--- config.mk ---
export PLATFORM = sky130hd
export DESIGN_NAME = mux_8x1_rr_arbiter_flat
export DESIGN_NICKNAME = d
export VERILOG_FILES = /design/src/rtl/mux_8x1_rr_arbiter_if.sv /design/src/rtl/mux_8x1_rr_arbiter.sv /design/src/flat_wrapper.sv
export SDC_FILE = /design/constraint.sdc
export NUM_CORES = 1
export LEC_CHECK = 0
export ABC_CLOCK_PERIOD_IN_PS = 4900
export CAP_MARGIN = 40
export CORE_UTILIZATION = 40
export DETAILED_ROUTE_END_ITERATION = 8
export SLEW_MARGIN = 20
export SYNTH_ARGS = -nofsm -noshare
export SYNTH_HDL_FRONTEND = slang
export SYNTH_SLANG_ARGS = --single-unit
--- constraint.sdc ---
create_clock -name clk -period 4.9 [get_ports clk]
set_input_delay 1.47 -clock clk [delete_from_list [all_inputs] [get_ports clk]]
set_output_delay 1.47 -clock clk [all_outputs]
set_load 0.02 [all_outputs]
--- src/rtl/mux_8x1_rr_arbiter_if.sv ---
// Handshake bundle between the eight requesters and the arbitrated 8:1 mux.
// req/in come from requesters; grant/sel/valid/out go back to them and downstream.
interface mux_8x1_rr_arbiter_if;
  logic [7:0] req;
  logic [7:0] in;
  logic [7:0] grant;
  logic [2:0] sel;
  logic       valid;
  logic       out;

  modport master (
    output req, in,
    input  grant, sel, valid, out
  );

  modport slave (
    input  req, in,
    output grant, sel, valid, out
  );
endinterface

--- src/rtl/mux_8x1_rr_arbiter.sv ---
// Round-robin arbiter driving a shared 8:1 one-bit mux, with bounded hold.
// Ports: clk, rst (sync, active-high), bus (slave: req,in -> grant,sel,valid,out).
module mux_8x1 (
  input  logic [7:0] in,
  input  logic [2:0] sel,
  output logic       out
);
  assign out = in[sel];
endmodule

module mux_8x1_rr_arbiter #(
  parameter int MAX_HOLD = 4,
  parameter int HOLD_W   = 4
) (
  input  logic                 clk,
  input  logic                 rst,
  mux_8x1_rr_arbiter_if.slave  bus
);
  typedef enum logic {IDLE, GRANT} state_t;

  // Saturation point of the hold counter; all-ones when hold is unlimited.
  localparam logic [HOLD_W-1:0] HMAX =
    (MAX_HOLD == 0) ? {HOLD_W{1'b1}} : HOLD_W'(MAX_HOLD);

  state_t            state;
  logic [7:0]        grant_q;
  logic [2:0]        sel_q;
  logic              valid_q;
  logic [2:0]        ptr;
  logic [HOLD_W-1:0] hold_cnt;
  logic              mux_o;

  // Returns {found, index} of the first set bit scanning up from start.
  // Scanning downward lets the nearest hit overwrite farther ones.
  function automatic logic [3:0] pick(
    input logic [7:0] r,
    input logic [2:0] start
  );
    logic [3:0] res;
    logic [2:0] idx;
    res = 4'd0;
    for (int i = 7; i >= 0; i--) begin
      idx = start + 3'(i);
      if (r[idx]) res = {1'b1, idx};
    end
    return res;
  endfunction

  logic [2:0] nxt;
  logic [3:0] idle_p;
  logic [3:0] rel_p;
  logic [3:0] exp_p;
  logic       others;
  logic       expire;

  always_comb begin
    nxt    = sel_q + 3'd1;
    idle_p = pick(bus.req, ptr);
    rel_p  = pick(bus.req, nxt);
    exp_p  = pick(bus.req & ~grant_q, nxt);
    others = |(bus.req & ~grant_q);
    expire = (MAX_HOLD != 0) && (hold_cnt == HMAX) && others;
  end

  always_ff @(posedge clk) begin
    if (rst) begin
      state    <= IDLE;
      grant_q  <= 8'd0;
      sel_q    <= 3'd0;
      valid_q  <= 1'b0;
      ptr      <= 3'd0;
      hold_cnt <= '0;
    end else begin
      unique case (state)
        IDLE: begin
          if (idle_p[3]) begin
            state    <= GRANT;
            grant_q  <= 8'd1 << idle_p[2:0];
            sel_q    <= idle_p[2:0];
            valid_q  <= 1'b1;
            hold_cnt <= HOLD_W'(1);
          end
        end
        GRANT: begin
          if (!bus.req[sel_q]) begin
            ptr <= nxt;
            if (rel_p[3]) begin
              grant_q  <= 8'd1 << rel_p[2:0];
              sel_q    <= rel_p[2:0];
              hold_cnt <= HOLD_W'(1);
            end else begin
              state    <= IDLE;
              grant_q  <= 8'd0;
              valid_q  <= 1'b0;
              hold_cnt <= '0;
            end
          end else if (expire) begin
            ptr      <= nxt;
            grant_q  <= 8'd1 << exp_p[2:0];
            sel_q    <= exp_p[2:0];
            hold_cnt <= HOLD_W'(1);
          end else if (hold_cnt != HMAX) begin
            hold_cnt <= hold_cnt + HOLD_W'(1);
          end
        end
        default: state <= IDLE;
      endcase
    end
  end

  mux_8x1 u_mux (
    .in  (bus.in),
    .sel (sel_q),
    .out (mux_o)
  );

  assign bus.grant = grant_q;
  assign bus.sel   = sel_q;
  assign bus.valid = valid_q;
  assign bus.out   = valid_q & mux_o;
endmodule

--- src/flat_wrapper.sv ---
// flat-port wrapper written by rule: the top's interface ports become plain ports
module mux_8x1_rr_arbiter_flat 
#(
  parameter int MAX_HOLD = 4,
  parameter int HOLD_W   = 4
)
  (clk, rst, bus_req, bus_in, bus_grant, bus_sel, bus_valid, bus_out);
  mux_8x1_rr_arbiter_if bus_i ();
  input  logic clk;
  input  logic rst;
  input wire logic [$bits(bus_i.req)-1:0] bus_req;
  input wire logic [$bits(bus_i.in)-1:0] bus_in;
  output wire logic [$bits(bus_i.grant)-1:0] bus_grant;
  output wire logic [$bits(bus_i.sel)-1:0] bus_sel;
  output wire logic [$bits(bus_i.valid)-1:0] bus_valid;
  output wire logic [$bits(bus_i.out)-1:0] bus_out;
  assign bus_i.req = bus_req;
  assign bus_i.in = bus_in;
  assign bus_grant = bus_i.grant;
  assign bus_sel = bus_i.sel;
  assign bus_valid = bus_i.valid;
  assign bus_out = bus_i.out;
  mux_8x1_rr_arbiter #(.MAX_HOLD(MAX_HOLD), .HOLD_W(HOLD_W)) u_core (.clk(clk), .rst(rst), .bus(bus_i));
endmodule
==> results.py <==
metrics = {
    "clock_tree": {
        "cts_tree": "built",
        "cts_buffers": 3,
        "cts_setup_buffers": 0,
        "htreeDepth": 1,
        "clk_latency_ns": 0.26,
        "hold_buffers": 0,
        "cts_root_buf": "clkbuf_8",
        "cts_sinks": 20,
        "clockBufferDepth": 2,
        "cts_resized": 0,
        "cts.clk_slew.worst_paths_ns": 0.08,
    },
    "worst_setup_path": {
        "startpoint_type": "input port",
        "worstPathRequired_ns": 3.43,
        "path_class": "input port to output port",
        "cp-startpoint": "bus_in[7]",
        "crit_path_end_kind": "output port",
        "reg2reg_to": "u_core.bus.grant[6]$_SDFFE_PP0P_",
        "slowest_delay_ns": 0.54,
        "crit_top_cell": "clkdlybuf4s50_1",
        "reg2reg_slack_ns": 1.17,
        "crit_end": "bus_out",
        "crit_slowest_cell": "clkdlybuf4s50_1",
        "r2r-start": "u_core.bus.sel[0]$_SDFFE_PP0P_",
        "reg2regPathDepth": 12,
        "cp.arrival_ns": 3.04,
        "cp_max_fo": 1,
        "path_cells": "clkdlybuf4s50_1 -> mux4_2 -> nand2_1 -> a21boi_0 -> clkdlybuf4s50_1",
    },
    "global_route": {
        "grt_pass1_wl_um": 18990,
        "track_usage_pct": 23.25,
        "antenna_found_initial": 0,
        "grt_overflow": 0,
        "grt_max_degree": 38,
        "use_met1_pct": 33.33,
        "grtUsageMet2_pct": 37.58,
        "first_global_vias": 3607,
        "grt_util_met3_pct": 2.120,
        "top_usage_layer": "met2",
    },
    "sta": {
        "rsz0062_at_grt": "false",
        "slew_violations": 0,
        "hold_viol_final": 0,
        "max_freq_mhz": 221.6,
        "fin_setup_tns_ns": 0,
        "worst_pin_slew_ns": 0.8180,
        "fin_skew_ns": 0.005190,
        "fin_crit_sh_pct": 92.10,
        "fin_ws_ns": 0.3873,
        "fin_crit_ns": 4.513,
        "slew-limit-headroom_pct": 45.30,
        "setup_viol": 0,
    },
    "synthesis": {
        "synth-seq-cells": 20,
        "synth-edff-count": 0,
        "synth_nets": 485,
        "avgSynthCellArea_um2": 8.715,
        "synth-main-ff-cell": "dfxtp_1",
        "synthArstFlopShare_pct": 0,
        "seq_area_frac_synth_pct": 9.966,
        "synthCells": 461,
        "syn_area_um2": 4018,
        "synthDistinctLibCells": 81,
        "synth.yosys.warnings": 0,
    },
    "detailed_routing": {
        "ant_nets": 0,
        "firstDrtPassIters": 5,
        "wirelength_um": 12110,
        "first_iter_violations": 377,
        "drc": 0,
        "vias_per_cell": 6.427,
        "num_vias": 3946,
        "avgRoutedWirePerCell_um": 19.72,
    },
    "job": {
        "max-cap-violations": 0,
    },
    "die": {
        "core-area_um2": 9774,
        "die_h_um": 102.2,
        "rows": 36,
        "io_pins": 31,
        "start_util_pct": 41.10,
        "die_w_um": 102.2,
        "die_area_um2": 10450,
    },
    "power_and_ir_drop": {
        "power_density_nw_per_um2": 791.8,
        "p_leak_uw": 0.001574,
        "ir_drop_v": 0.0002865,
        "fin_total_pwr_uw": 3571,
    },
    "layout": {
        "layout_commonest_cell": "nand2_1",
        "drive_above_1_share_pct": 22.87,
        "nets": 506,
        "area_delta_synth_final_pct": 12.24,
        "layout_common_cells": "nand2_1, nor2_1, mux4_2",
        "antennaDiodeCount": 0,
    },
    "hold_path": {
        "hp-class": "register to register",
    },
    "placed_design": {
        "dp_hpwl_um": 9103,
        "portBuffers": 30,
        "gp_congestion": 0.9790,
        "dp_slack_ns": 0.2394,
    },
    "outcome": {
        "outcome": "finished, final reports clean",
    },
}
## synthesized netlist by cell type, types with 7 or more instances
master     n  share of area (%)
nor2_1    38                3.6
nor4_1     8                1.2
o21ai_0   14                1.7
nand2b_1  12                1.9
nand3_1   12                1.5
mux4_2    31                 17
mux2_2    18                5.0
a211oi_1  12                2.2
o21a_1     7                1.3
buf_2     17                2.1
a22oi_1    8                1.5
nand2_1   39                3.6
a32oi_1    7                1.5
buf_6      8                2.2
a21oi_1   26                3.2
mux2i_1   17                4.2
nor2b_1   13                2.0
clkbuf_1   9               0.84
inv_1     11                1.0
dfxtp_1   20                 10
## cell families after synthesis
| group | count (synthesis) | synth area share [%] |
|---|---|---|
| simple gates | 162 | 21.49 |
| compound gates | 138 | 27.41 |
| mux | 75 | 29.62 |
| buf+inv | 51 | 6.789 |
| flops | 20 | 9.966 |
| xor+xnor | 9 | 2.865 |
| fa+ha+maj | 6 | 1.869 |
## how the worst min path moves through the flow
| stage | end | slack, ns | startpoint | depth (start not counted) |
|---|---|---|---|---|
| final | u_core.hold_cnt[3]$_SDFFE_PP0P_ | 0.48 | u_core.hold_cnt[3]$_SDFFE_PP0P_ | 2 |
| after global routing | u_core.hold_cnt[3]$_SDFFE_PP0P_ | 0.51 | u_core.hold_cnt[3]$_SDFFE_PP0P_ | 2 |
| after CTS | u_core.hold_cnt[3]$_SDFFE_PP0P_ | 0.48 | u_core.hold_cnt[3]$_SDFFE_PP0P_ | 2 |
| after detailed placement | u_core.hold_cnt[3]$_SDFFE_PP0P_ | 0.47 | u_core.hold_cnt[3]$_SDFFE_PP0P_ | 2 |
| after global placement | u_core.hold_cnt[3]$_SDFFE_PP0P_ | 0.46 | u_core.hold_cnt[3]$_SDFFE_PP0P_ | 2 |
| after floorplan | u_core.hold_cnt[3]$_SDFFE_PP0P_ | 0.45 | u_core.hold_cnt[3]$_SDFFE_PP0P_ | 2 |
## cell type report
| type | instances | area [µm²] |
|---|---|---|
| Fill cell | 958 | 5265 |
| Sequential cell | 20 | 401.6 |
| Tap cell | 133 | 166.4 |
| Inverter | 15 | 56.30 |
| Multi-Input combinational cell | 390 | 3344 |
| Timing Repair Buffer | 52 | 485.5 |
| Clock buffer | 4 | 55.05 |
## critical path, delay by kind of cell
| family | cells | cell delay (ns) |
|---|---|---|
| and+or+nand+nor | 1 | 0.08 |
| AOI/OAI and AO/OA | 1 | 0.08 |
| muxes | 1 | 0.47 |
| buffers and inverters | 2 | 0.95 |
## routing by layer
metal / up-vias / wire (µm) / share of wire (%)
met5: - / 0 / 0
met4: 0 / 127 / 1.0
met3: 15 / 683 / 5.6
met2: 138 / 5833 / 48
met1: 1933 / 5464 / 45
li1: 1860 / - / -
## power breakdown
part / switching [µW] / internal [µW]
clock: 57.3 / 71.6
sequential: 82.1 / 212
combinational: 1800 / 1350
total: 1940 / 1630
## state kept, by name, summed over array words and instances, names as in the netlist
signal / flops
u_core.bus.grant: 8
u_core.ptr: 3
u_core.bus.valid: 1
u_core.hold_cnt: 4
u_core.state: 1
u_core.bus.sel: 3
## stage by stage
step | hold WS (ns) | util, % | area (µm²) | instances
final | 0.4827 | 46.13 | 4509 | 614
after global routing | 0.5135 | 46.13 | 4509 | 614
after CTS | 0.4839 | 45.98 | 4494 | 613
after detailed placement | 0.4730 | 45.42 | 4439 | 609
after global placement | 0.4627 | 45.42 | 4439 | 609
after floorplan | 0.4479 | - | 4018 | 461
Note: power is estimated with default switching activity, not from simulation.
